[src/rtl/bin2bcd_pkg.sv]
// Shared definitions for the pipelined binary-to-BCD converter:
// BCD digit type, double-dabble constants and the internal digit-count helper.
package bin2bcd_pkg;

    typedef logic [3:0] bcd_digit_t;

    // A digit at or above this value is corrected by adding 3 before the shift
    localparam bcd_digit_t ADD3_THRESH = 4'd5;
    localparam bcd_digit_t ADD3_VAL    = 4'd3;
    // Digit value forced on every output digit when the result does not fit
    localparam bcd_digit_t SAT_DIGIT   = 4'd9;

    // Digits needed to hold any BIN_W-bit magnitude: ceil(bin_w * log10(2)),
    // with log10(2) taken as 0.30103, plus one spare digit so the top digit
    // never receives a carry out of the shift.
    function automatic int bcd_int_digits(input int bin_w);
        return (bin_w * 30103 + 99999) / 100000 + 1;
    endfunction

endpackage

[src/rtl/bin2bcd_dabble_stage.sv]
// One double-dabble step over N BCD digits: correct every digit >= 5 by
// adding 3, then shift the whole digit vector left by one, taking in the
// next magnitude bit at the LSB. Purely combinational.
module bin2bcd_dabble_stage
    import bin2bcd_pkg::*;
#(
    parameter int N = 5
) (
    input  logic [4*N-1:0] i_dig,
    input  logic           i_bit,
    output logic [4*N-1:0] o_dig
);

    logic [4*N-1:0] w_adj;
    logic           w_unused_top;

    // add-3 correction on each digit ahead of the shift
    always_comb begin
        w_adj = '0;
        for (int k = 0; k < N; k++) begin
            if (bcd_digit_t'(i_dig[4*k +: 4]) >= ADD3_THRESH) begin
                w_adj[4*k +: 4] = i_dig[4*k +: 4] + ADD3_VAL;
            end else begin
                w_adj[4*k +: 4] = i_dig[4*k +: 4];
            end
        end
    end

    assign o_dig = {w_adj[4*N-2:0], i_bit};
    // The digit count leaves headroom, so the bit shifted out is always zero
    assign w_unused_top = w_adj[4*N-1];

endmodule

[src/rtl/bin2bcd_pipe.sv]
// Pipelined binary-to-BCD converter with valid/ready handshake.
// Stage 0 registers sign and magnitude; stages 1..BIN_W each apply one
// double-dabble step, so latency is BIN_W+1 cycles at one result per cycle.
// A stalled output freezes the whole pipe. Results wider than DIGITS
// saturate to all nines with bcd_ovf set.
// Build option: define BIN2BCD_SIGNED_EN to treat bin as two's complement;
// otherwise bin is unsigned and the sign bit of bcd is always 0.
module bin2bcd_pipe
    import bin2bcd_pkg::*;
#(
    parameter int BIN_W  = 11,
    parameter int DIGITS = 4
) (
    input  logic                clk,
    input  logic                rst,
    input  logic [BIN_W-1:0]    bin,
    input  logic                bin_vld,
    output logic                bin_rdy,
    output logic [4*DIGITS:0]   bcd,
    output logic                bcd_ovf,
    output logic                bcd_vld,
    input  logic                bcd_rdy
);

    localparam int ND = bcd_int_digits(BIN_W);
    localparam int DW = 4 * ND;

    logic                        w_stall;
    logic [BIN_W-1:0]            w_mag;
    logic                        w_sign_out;
    logic                        w_ovf;
    logic [4*DIGITS-1:0]         w_digits;
    logic                        w_unused_mag;

    // valid bit per stage, index = stage number
    logic [BIN_W:0]              r_vld_p;
    // remaining magnitude bits, MSB consumed by the following stage
    logic [BIN_W-1:0][BIN_W-1:0] r_mag_p;
    // partial BCD digits after each dabble stage
    logic [BIN_W:1][DW-1:0]      r_dig_p;
    logic [BIN_W:1][DW-1:0]      w_dig_p;

    // Any internal digit at or above DIGITS being non-zero means overflow
    function automatic logic f_ovf(input logic [DW-1:0] d);
        logic ovf;
        ovf = 1'b0;
        for (int i = DIGITS; i < ND; i++) begin
            if (d[4*i +: 4] != 4'd0) ovf = 1'b1;
        end
        return ovf;
    endfunction

    // Saturate to all nines on overflow; digits beyond the internal width read 0
    function automatic logic [4*DIGITS-1:0] f_sat(input logic [DW-1:0] d, input logic ovf);
        logic [4*DIGITS-1:0] res;
        res = '0;
        for (int i = 0; i < DIGITS; i++) begin
            if (ovf) begin
                res[4*i +: 4] = SAT_DIGIT;
            end else if (i < ND) begin
                res[4*i +: 4] = d[4*(i % ND) +: 4];
            end
        end
        return res;
    endfunction

    assign bcd_vld = r_vld_p[BIN_W];
    assign w_stall = bcd_vld & ~bcd_rdy;
    assign bin_rdy = ~w_stall;

`ifdef BIN2BCD_SIGNED_EN
    logic signed [BIN_W-1:0] w_bin_s;
    logic                    w_sign;
    logic [BIN_W:0]          r_sign_p;

    assign w_bin_s = bin;
    assign w_sign  = w_bin_s[BIN_W-1];
    // Negating in BIN_W bits turns -2^(BIN_W-1) into 2^(BIN_W-1) when read unsigned
    assign w_mag   = w_sign ? $unsigned(-w_bin_s) : $unsigned(w_bin_s);

    // sign rides alongside the data through every stage
    always_ff @(posedge clk) begin
        if (!w_stall) begin
            r_sign_p <= {r_sign_p[BIN_W-1:0], w_sign};
        end
    end

    assign w_sign_out = r_sign_p[BIN_W];
`else
    assign w_mag      = bin;
    assign w_sign_out = 1'b0;
`endif

    // ---- stage 0 -> stages 1..BIN_W: one dabble step per stage ----
    for (genvar s = 1; s <= BIN_W; s++) begin : g_stage
        logic [DW-1:0] w_dig_in;
        if (s == 1) begin : g_first
            assign w_dig_in = '0;
        end else begin : g_rest
            assign w_dig_in = r_dig_p[s-1];
        end
        bin2bcd_dabble_stage #(.N(ND)) u_stage (
            .i_dig (w_dig_in),
            .i_bit (r_mag_p[s-1][BIN_W-1]),
            .o_dig (w_dig_p[s])
        );
    end

    // stage valid bits: cleared by reset, shifted when the pipe advances
    always_ff @(posedge clk) begin
        if (rst) begin
            r_vld_p <= '0;
        end else if (!w_stall) begin
            r_vld_p <= {r_vld_p[BIN_W-1:0], bin_vld};
        end
    end

    // data registers advance with the pipe; no reset, outputs are gated by valid
    always_ff @(posedge clk) begin
        if (!w_stall) begin
            r_mag_p[0] <= w_mag;
            for (int s = 1; s < BIN_W; s++) begin
                r_mag_p[s] <= r_mag_p[s-1] << 1;
            end
            r_dig_p <= w_dig_p;
        end
    end

    // Only the MSB of the last magnitude register is still needed
    assign w_unused_mag = ^r_mag_p[BIN_W-1][BIN_W-2:0];

    // ---- stage BIN_W -> output: overflow detection and saturation ----
    assign w_ovf    = f_ovf(r_dig_p[BIN_W]);
    assign w_digits = f_sat(r_dig_p[BIN_W], w_ovf);
    assign bcd      = bcd_vld ? {w_sign_out, w_digits} : '0;
    assign bcd_ovf  = bcd_vld & w_ovf;

endmodule

[config.mk]
export PLATFORM = sky130hd
export DESIGN_NAME = bin2bcd_pipe
export DESIGN_NICKNAME = d
export VERILOG_FILES = /design/src/rtl/bin2bcd_pkg.sv /design/src/rtl/bin2bcd_dabble_stage.sv /design/src/rtl/bin2bcd_pipe.sv
export SDC_FILE = /design/constraint.sdc
export NUM_CORES = 1
export LEC_CHECK = 0
export CORE_AREA = 2 2 123 125
export CTS_CLUSTER_SIZE = 25
export DETAILED_ROUTE_END_ITERATION = 8
export DIE_AREA = 0 0 125 127
export HOLD_SLACK_MARGIN = 0.02
export PLACE_DENSITY = 0.6
export SETUP_SLACK_MARGIN = 0.3
export SLEW_MARGIN = 15
export SYNTH_ARGS = -nofsm -noshare
export SYNTH_HDL_FRONTEND = slang
export SYNTH_SLANG_ARGS = --single-unit
[constraint.sdc]
create_clock -name clk -period 1.9 [get_ports clk]
set_clock_uncertainty 0.05 [all_clocks]
set_input_delay 0.285 -clock clk [delete_from_list [all_inputs] [get_ports clk]]
set_output_delay 0.285 -clock clk [all_outputs]
set_load 0.01 [all_outputs]
==> summary.txt <==
Finish
  – Multi-input logic area: 0.00166 mm²
  – Storage cell area: 0.00466 mm²
  – Inserted Diodes: 0
  – Share of post-route cells with drive strength above 1: 15.4%
  – Final Cell Area: 0.00758 mm²
  – Area growth from synthesis to layout: 17.4%
  – Commonest non-fill, non-tap cells in the layout: 147 x edfxtp_1, 65 x nand2_1, 32 x inv_1, 32 x ha_1, 27 x o21ai_0
  – Commonest non-fill, non-tap cell in the layout: edfxtp_1
  – Fin util: 52.6%
  – Filler cells: 1253
  – Fin nets: 548

Floorplanning
  – DIE AREA: 0.0159 mm²
  – Core Region: 0.0144 mm²
  – Horiz. Die Dim: 125 µm
  – Row count: 44
  – I/O Pins: 35
  – Starting Density: 44.8%
  – Die Y: 127 µm

Setup path
  – Crit Path Class: reg -> out
  – Crit path max fanout: 7
  – FF-to-FF Start: g_stage[8].w_dig_in[0]
  – Crit path DAT: 1.29 ns
  – Critical path origin: r_vld_p[11]
  – Required time worst endpoint: 1.56 ns
  – Crit end category: output pin
  – CP Launch Type: flip-flop

Routing
  – DRT Wirelength: 8080 µm
  – Drt wl/cell: 11.6 µm
  – DR pass1 iterations: 4
  – Vias: 3284
  – DRC: 0
  – Final ANT Viol Nets: 0
  – Initial DRC Count: 142
  – Via-to-Cell Ratio: 4.70

Placement
  – Gp weighted congestion: 0.688
  – Port buffer count: 30
  – Dpl cell area: 0.00703 mm²
  – Final HPWL DP: 4910 µm

Global routing
  – Largest net degree at the start of global routing: 48
  – Initial antenna violation count: 0
  – Vias in the first global route: 3195
  – Gr usage total: 11.0%
  – First-pass GRT wire length: 13800 µm
  – Total grt overflow: 0

Yosys
  – Syn Std Cell Area: 0.00646 mm²
  – Ys flop type: edfxtp_1
  – Mean Syn Cell Area: 14.4 µm²
  – Post-synth EDFFs: 147
  – Mapped Cells: 449
  – Seq/Total Area, Yosys: 72.1%
  – Post-synthesis register bit count: 159
  – Async SR Flop Fraction: 0%
  – Distinct cells, synth: 25
  – Warnings from Yosys: 0

Clocking
  – Root Driver: clkbuf_16
  – Worst-Skew Late Latency: 0.42 ns
  – Hold_buf cts: 0
  – Clock slew at reported path FFs: 0.06 ns
  – CTS tree: done
  – H-tree depth: 4
  – Clk sinks: 159
  – Setup bufs post-CTS: 0
  – CTS Buffer Depth: 2
  – CTS buffer count: 17

Power
  – Pwr Density: 1300 mW/mm²
  – P_leak: 3.07 nW
  – Peak VDD IR: 0.720 mV

STA
  – Max-slew headroom: 59.0%
  – Hold Slack: 0.367 ns
  – TNS Setup: 0 ns
  – Max Slew Vio Count: 0
  – Fin. Hold Viols: 0
  – Min Tclk post-route: 1.62 ns
  – Final setup fails: 0
  – Worst-margin pin slew: 0.614 ns
  – Max Freq: 617 MHz
  – Tcrit/Tclk final: 85.3%
  – Unrepaired setup endpoints after global routing: true

Worst hold path
  – Worst hold path class: reg -> reg
  – Critical hold path startpoint: r_mag_p[87]

Status
  – Status: finished, final reports clean

Job
  – Max Cap Viol: 0
[registers in the layout, summed over array words and instances (netlist names)]
| register | count |
|---|---|
| g_stage.w_dig_in | 67 |
| r_dig_p | 14 |
| r_mag_p | 66 |
| r_vld_p | 12 |
[path summary, 6_finish.rpt]
kind                       endpoint  slack (ns)  depth (start not counted)
max                         bcd[11]        0.28                          3
min          g_stage[9].w_dig_in[0]        0.37                          0
max reg2reg  g_stage[9].w_dig_in[2]        0.37                          5
min reg2reg  g_stage[9].w_dig_in[0]        0.37                          0
[through the flow]
stage / power [mW] / cells / setup WS, ns
after floorplan: 6.31 / 452 / 0.395
after global placement: 6.54 / 665 / 0.0741
after detailed placement: 6.68 / 665 / 0.0530
after CTS: 9.94 / 698 / 0.189
after global routing: 10.5 / 698 / 0.225
final: 9.86 / 698 / 0.279
[synth_stat cells (9+ instances only)]
| cell | count | area share, % |
|---|---|---|
| o21ai_0 | 27 | 2.1 |
| dfxtp_1 | 12 | 3.7 |
| and2_1 | 10 | 0.97 |
| ha_1 | 32 | 6.2 |
| edfxtp_1 | 147 | 68 |
| a21oi_1 | 19 | 1.5 |
| mux2i_1 | 14 | 2.2 |
| a21oi_2 | 9 | 1.2 |
| inv_1 | 32 | 1.9 |
| nand2b_1 | 24 | 2.3 |
| nor2_1 | 19 | 1.1 |
| nand2_1 | 65 | 3.8 |
| xnor2_1 | 15 | 2.0 |
[report_power, final]
group,switching (mW),internal (mW)
Sequential,0.365,4.67
Clock,1.31,1.92
Combinational,0.822,0.767
Total,2.50,7.36
[cells by family (layout without fill, tap and decap cells)]
| kind of cell | Yosys count | count (layout) | synth area share [%] |
|---|---|---|---|
| buffers and inverters | 41 | 103 | 2.87 |
| adders and majority gates | 32 | 32 | 6.20 |
| muxes | 14 | 14 | 2.17 |
| xor gates and xnor gates | 15 | 15 | 2.03 |
| other | 1 | 4 | 0.0581 |
| DFF | 159 | 159 | 72.1 |
| and+or+nand+nor | 129 | 129 | 9.43 |
| AOI/OAI and AO/OA | 58 | 58 | 5.17 |
[timing repair]
item / CTS / global route
gates cloned: 1 / 0
endpoints found under the setup margin: 16 / 12
pin swaps: 0 / 0
gates resized for setup: 63 / 8
[critical path: stages, from the launching register on]
cell,delay [ns]
dfxtp_4,0.36
buf_6,0.13
and2_2,0.16
clkdlybuf4s15_1,0.22
[area by class of cell]
type / instances / share of cell area, %
Clock inverter: 15 / 1.93
Inverter: 33 / 1.70
Tap cell: 184 / 3.04
Clock buffer: 17 / 5.61
Timing Repair Buffer: 38 / 4.41
Sequential cell: 159 / 61.5
Multi-Input combinational cell: 252 / 21.9
[metal layers]
layer,wire (µm),part of all wire (%),GRT usage [%],vias up
met1,3380,42,11.4,1550
met2,4140,51,19.7,50
met4,230,2.8,6.67,0
li1,-,-,-,1666
met3,333,4.1,3.48,18
met5,0,0,0,-
Power figures use the tool's default switching activity.
